[config.mk]
export PLATFORM = sky130hd
export DESIGN_NAME = node_port
export DESIGN_NICKNAME = d
export VERILOG_FILES = /design/src/rtl/node_port.sv
export SDC_FILE = /design/constraint.sdc
export NUM_CORES = 1
export LEC_CHECK = 0
export BUFFER_PORTS_ARGS = -buffer_cell sky130_fd_sc_hd__buf_2
export CAP_MARGIN = 15
export CORE_MARGIN = 5
export CORE_UTILIZATION = 46
export CTS_CLUSTER_DIAMETER = 60
export DETAILED_ROUTE_END_ITERATION = 8
export GPL_ROUTABILITY_DRIVEN = 0
export PLACE_DENSITY_LB_ADDON = 0.12
export REMOVE_ABC_BUFFERS = 1
export SLEW_MARGIN = 40
export SYNTH_ARGS = -nofsm -noshare
export SYNTH_HDL_FRONTEND = slang
export SYNTH_SLANG_ARGS = --single-unit
[constraint.sdc]
create_clock -name clk -period 1.2 [get_ports clk]
set_input_delay 0.18 -clock clk [delete_from_list [all_inputs] [get_ports clk]]
set_output_delay 0.18 -clock clk [all_outputs]
set_load 0.02 [all_outputs]
[src/rtl/node_port.sv]
// One-entry blocking rendezvous channel between a writer node and a reader node.
// Values are saturated to +/-LIMIT on entry and handed over one at a time (IDLE -> FULL -> HOLD).
module node_port #(
    parameter int WIDTH = 11,
    parameter int LIMIT = 999
) (
    input  logic             clk,
    input  logic             reset,
    input  logic             clk_en,
    input  logic             wr_valid,
    input  logic [WIDTH-1:0] wr_data,
    output logic             wr_done,
    input  logic             rd_req,
    output logic             rd_valid,
    output logic [WIDTH-1:0] rd_data,
    output logic             full
);

    typedef enum logic [1:0] {
        IDLE = 2'd0,
        FULL = 2'd1,
        HOLD = 2'd2
    } state_t;

    localparam logic signed [WIDTH-1:0] LIM_POS = WIDTH'(LIMIT);
    localparam logic signed [WIDTH-1:0] LIM_NEG = -LIM_POS;

    state_t           state_q, state_d;
    logic [WIDTH-1:0] buf_q, buf_d;
    logic [WIDTH-1:0] rd_data_q, rd_data_d;
    logic             rd_valid_q, rd_valid_d;
    logic             wr_done_q, wr_done_d;

    function automatic logic [WIDTH-1:0] sat(input logic signed [WIDTH-1:0] x);
        if (x > LIM_POS) return LIM_POS;
        if (x < LIM_NEG) return LIM_NEG;
        return x;
    endfunction

    always_comb begin
        // NOTE: every signal gets a default first so no path leaves it unassigned (no latches).
        state_d    = state_q;
        buf_d      = buf_q;
        rd_data_d  = rd_data_q;
        rd_valid_d = 1'b0;
        wr_done_d  = 1'b0;

        if (clk_en) begin
            unique case (state_q)
                IDLE: begin
                    if (wr_valid) begin
                        buf_d   = sat(wr_data);
                        state_d = FULL;
                    end
                end
                FULL: begin
                    if (rd_req) begin
                        rd_data_d  = buf_q;
                        rd_valid_d = 1'b1;
                        wr_done_d  = 1'b1;
                        state_d    = HOLD;
                    end
                end
                // One dead cycle lets the writer drop wr_valid after wr_done.
                HOLD:    state_d = IDLE;
                default: state_d = IDLE;
            endcase
        end
    end

    // NOTE: state registers use non-blocking assignments so all flops update together at the edge.
    always_ff @(posedge clk or negedge reset) begin
        if (!reset) begin
            state_q    <= IDLE;
            buf_q      <= '0;
            rd_data_q  <= '0;
            rd_valid_q <= 1'b0;
            wr_done_q  <= 1'b0;
        end else begin
            state_q    <= state_d;
            buf_q      <= buf_d;
            rd_data_q  <= rd_data_d;
            rd_valid_q <= rd_valid_d;
            wr_done_q  <= wr_done_d;
        end
    end

    assign rd_valid = rd_valid_q;
    assign wr_done  = wr_done_q;
    assign rd_data  = rd_data_q;
    assign full     = (state_q == FULL);

endmodule

# --- Yosys cells after proc, flatten, opt, wreduce, memory -nomap -nowiden ---
# Index checks and enable logic that the tools add are counted.
op_classes:
  n_mux: 19
  reduce_logical: 4
  n_eq_ne: 3
  order_cmp: 2
op_table:
  columns: ["cell", "n"]
  rows:
  - ["11-bit two-way mux", 4]
  - ["1-bit two-way mux", 12]
  - ["11-bit greater-than comparator, second input constant", 1]
  - ["11-bit < comparator, second input constant", 1]
  - ["3-bit AND reduction", 3]
  - ["2-bit two-way mux", 2]
  - ["2-bit != test, second input constant", 2]
  - ["2-bit case mux with 2 select lines", 1]
  - ["2-bit by 1-bit equality test with 1-bit output, second input constant", 1]
  - ["2-bit logical NOT", 1]
totals:
  elab_cells: 32
  regBits: 25

# --- Depth between registers and ports, before layout ---
depth:
  depth_word: 11
  ltp_mapped: 7

# --- Worst setup path after synthesis ---
# OpenSTA, ideal clock, no wires.
synth_timing:
  path_type: "input-to-reg"
  start: "input port wr_data[9]"
  end: "register buf_q[3]"
  setup_slack_ps: -524
  required_ps: 1079
  stages: 7
  arrival_time_ps: 1603
  cell_sequence: "or4_1 o31ai_1 ha_1 buf_2 nor2_1 nor2_1 a22o_1"
synth_via:
  elab_chain_cells: 8
  elab_cells_between_ends: 14
  classes_between: "order compare: 2; mux: 12"
synth_lines:
  columns: ["element", "line", "rtl"]
  rows:
  - ["start: declaration", "11", "input logic [WIDTH-1:0] wr_data,"]
  - ["11-bit < comparator", "36", "if (x < LIM_NEG) return LIM_NEG;"]
  - ["1-bit two-way mux (2 in a row)", "36", null]
  - ["1-bit two-way mux", "51", "if (wr_valid) begin"]
  - ["1-bit two-way mux", "49", "unique case (state_q)"]
  - ["1-bit two-way mux", "48", "if (clk_en) begin"]
  - ["11-bit two-way mux", "37", "return x;"]
  - ["11-bit two-way mux *", "36", null]
  - ["end signal: assignment", "81", "buf_q <= buf_d;"]
  - ["end: declaration", "29", "logic [WIDTH-1:0] buf_q, buf_d;"]
# Mark *: on every way between the ends. The rest lies on a longest branch, timed or not. The select of a mux whose other input is x is not followed.
# A chain may end at the register's enable or synchronous reset.

# --- Worst setup path after layout ---
layout_timing:
  start: "input port wr_data[6]"
  end: "register buf_q[5]"
# The elaborated chain is that of the path after synthesis.

==> metrics.json <==
{
  "num_antenna_cells": 0,
  "synth_top_flop_cell": "dfrtp_1",
  "setup_violations": 24,
  "tns_ns": -2.86,
  "leakagePower_nw": 0.785,
  "wire_length_of_the_first_global_routing_pass_um": 4280,
  "average_routed_wire_per_standard_cell_um": 16.0,
  "status": "complete, but fails checks",
  "netSwitchingPower_w": 0.00125,
  "avgSynthCellArea_sq_um": 12.5,
  "worst_vdd_rail_ir_drop_v": 0.00129,
  "synth_sequential_area_ratio": 0.544,
  "cts.sinks": 25,
  "tritoncts": "yes",
  "i_o_pin_total": 30,
  "detail_route.iter0.violations": 13,
  "required_ns": 1.46,
  "syn_area_sq_mm": 0.00115,
  "core_area_sq_mm": 0.00243,
  "finalClockSkew_ns": 0.00821,
  "floorplan.rows": 18,
  "worst_setup_path_end_kind": "flip-flop",
  "synth-async-reset-ratio": 1.00,
  "power.density_mw_per_mm2": 2100,
  "die_h_um": 60.0,
  "yosysWarningCount": 0,
  "clockBufferDepth": 2,
  "synth_edf_count": 0,
  "die_area_sq_mm": 0.00360,
  "final_nets": 158,
  "unrepaired_setup_endpoints_after_global_routing": "true",
  "crit_fanout": 6,
  "global_route.usage.total": 0.161,
  "floorplan.die.width_um": 60.0,
  "netlist_instances": 92,
  "final_core_utilization": 0.681,
  "routed_via_density": 5.20,
  "maxSlewViolCount": 0,
  "worst_slew_pin_slew_ns": 0.537,
  "cts.htree.levels": 1,
  "routed_wirelength_um": 2710,
  "hpwlAfterDp_um": 1700,
  "areaGrowthSynthToFinish_pct": 44.1,
  "timing.setup.critical_path_class": "in -> reg",
  "route.antenna.remaining_nets": 0,
  "via_count": 884,
  "hold_viol": 0,
  "switching_share": 0.360,
  "power.clock.fraction": 0.110,
  "drive_gt1_frac": 0.564,
  "first_global_vias": 909,
  "hold_path.class": "in -> reg",
  "timing.max_cap.violations": 0,
  "ctsRootBufferMaster": "clkbuf_4",
  "synthTopCellsByArea": "dfrtp_1 (54%), mux2_4 (10%), a31oi_1 (4.4%)",
  "ys_seq_elements": 25,
  "synthMostInstantiatedCell": "dfrtp_1",
  "grt_max_degree": 26,
  "synth_cell_types": 27,
  "crit_arrival_ns": 1.73,
  "initial_core_util": 0.473,
  "drc": 0,
  "cts.reportedPaths.clkPinSlew_ns": 0.14,
  "yosys-top-cells-count": "dfrtp_1 (25), nor2_1 (13), a31oi_1 (8), mux2_4 (8), nand2b_1 (7)",
  "setup.worst_path.start_class": "input port",
  "share_seq_of_total_power": 0.419,
  "io_buffer_count": 29,
  "clock_insertion_delay_worst_skew_ns": 0.32,
  "placedCellCount": 157,
  "post_layout_nonfiller_instances": 170,
  "number_of_buffers_inserted_during_clock_tree_synthesis": 3,
  "max_freq_mhz": 680,
  "gr-total-overflow": 0,
  "worst_reg_to_reg_setup_slack_ns": -0.10,
  "placed_cell_area_sq_mm": 0.00138,
  "fin_crit_sh": 1.23,
  "grt_antenna_before_repair": 0,
  "violations": "negative setup slack",
  "p_comb_frac": 0.471,
  "max-slew-margin-rel": 0.642,
  "timing.final.ws_setup_ns": -0.270,
  "post-route-min-period_ns": 1.47,
  "synthDominantAreaCellType": "dfrtp_1",
  "postLayoutCellArea_sq_mm": 0.00166,
  "synth_top_area_frac": 0.544,
  "first_pass_iters": 4,
  "cell_internal_pwr_w": 0.00223
}
-- area by class of cell --
cell class | count | area, sq um
fill | 181 | 776
sequential | 25 | 626
multi-input combinational | 59 | 624
timing repair buffer | 48 | 324
tap | 30 | 37.5
clock buffer | 3 | 22.5
inverter | 4 | 15.0
clock inverter | 1 | 7.51
-- power by group through the flow --
| stage | combinational (W) | clock [W] | sequential, W |
|---|---|---|---|
| floorplan | 0.000665 | 0 | 0.00169 |
| global placement | 0.00129 | 0 | 0.00146 |
| detailed placement | 0.00131 | 0 | 0.00149 |
| CTS | 0.00148 | 0.000397 | 0.00146 |
| global route | 0.00175 | 0.000439 | 0.00152 |
| finish | 0.00164 | 0.000381 | 0.00146 |
-- registers in the layout, indices dropped and copies added, names as in the netlist --
signal   count
wr_done      1
state_q      2
rd_data     11
buf_q       11
-- metal layers --
layer	share of wire	GRT usage	wire length (um)	vias up
met5	0	0	0	-
met4	0.013	0.0570	36	0
met3	0.053	0.0367	145	4
met2	0.48	0.261	1300	21
met1	0.45	0.211	1230	429
li1	-	-	-	430
-- repair_timing --
action                                  CTS  global route
pin swaps                                14             6
hold endpoints to repair                 25             0
resized for setup                        15             9
cloned                                    1             1
hold buffers                              1             0
setup buffers                             5             1
endpoints found under the setup margin   23            23
-- metrics by stage --
stage / power [W] / setup slack (ns) / hold WS, ns
2_1_floorplan: 0.00236 / -0.466 / -0.116
4_1_cts: 0.00333 / -0.246 / 0.113
3_5_place_dp: 0.00280 / -0.696 / 0.193
3_3_place_gp: 0.00275 / -0.621 / 0.192
5_1_grt: 0.00371 / -0.265 / 0.101
6_report: 0.00348 / -0.270 / 0.131
-- worst max-delay path: stages --
cell and delay, ns:
buf_6 0.09, or4_4 0.53, o31ai_4 0.22, ha_4 0.26
buf_6 0.13, nand2b_4 0.14, a31oi_4 0.17
-- placed cells by master (no fill, tap or decap) --
master	Yosys	layout
a21oi_1	1	1
clkinvlp_4	0	1
nor3_1	1	1
nand3_4	1	2
o2111ai_1	1	1
o21ai_0	1	1
o22ai_1	1	1
a22o_1	3	3
and4bb_2	0	1
and4bb_4	1	1
buf_4	1	14
or4_4	0	1
mux2_4	8	8
mux2_2	3	3
ha_4	0	1
dfrtp_1	25	25
buf_2	2	26
nor2b_4	1	1
o31ai_4	0	1
clkbuf_4	0	3
nand2b_4	0	5
nor2b_1	1	1
a31oi_1	8	5
a31oi_4	0	3
inv_1	4	4
and4b_1	1	1
nand4bb_4	0	1
buf_6	2	7
dlygate4sd3_1	0	1
o311a_1	1	1
nand2b_1	7	2
nor2_1	13	13
-- kinds of logic (layout without fill, tap and decap cells) --
kind of cell,Yosys count,in the layout,share of synthesized area
adders and majority gates,1,1,0.0109
muxes,11,11,0.134
DFF,25,25,0.544
AOI/OAI and AO/OA,17,17,0.103
buffers and inverters,10,56,0.0511
and+or+nand+nor,28,30,0.157
-- worst paths after layout --
check                            from    endpoint  depth (start not counted)
setup / recovery           wr_data[6]    buf_q[5]                          7
max in group asynchronous       reset    buf_q[0]                          2
min in group asynchronous       reset  rd_data[1]                          2
hold reg to reg            rd_data[5]  rd_data[5]                          1
hold / removal             wr_data[1]    buf_q[1]                          3
setup reg to reg           state_q[0]  rd_data[4]                          3
(Power assumes the default switching activity.)
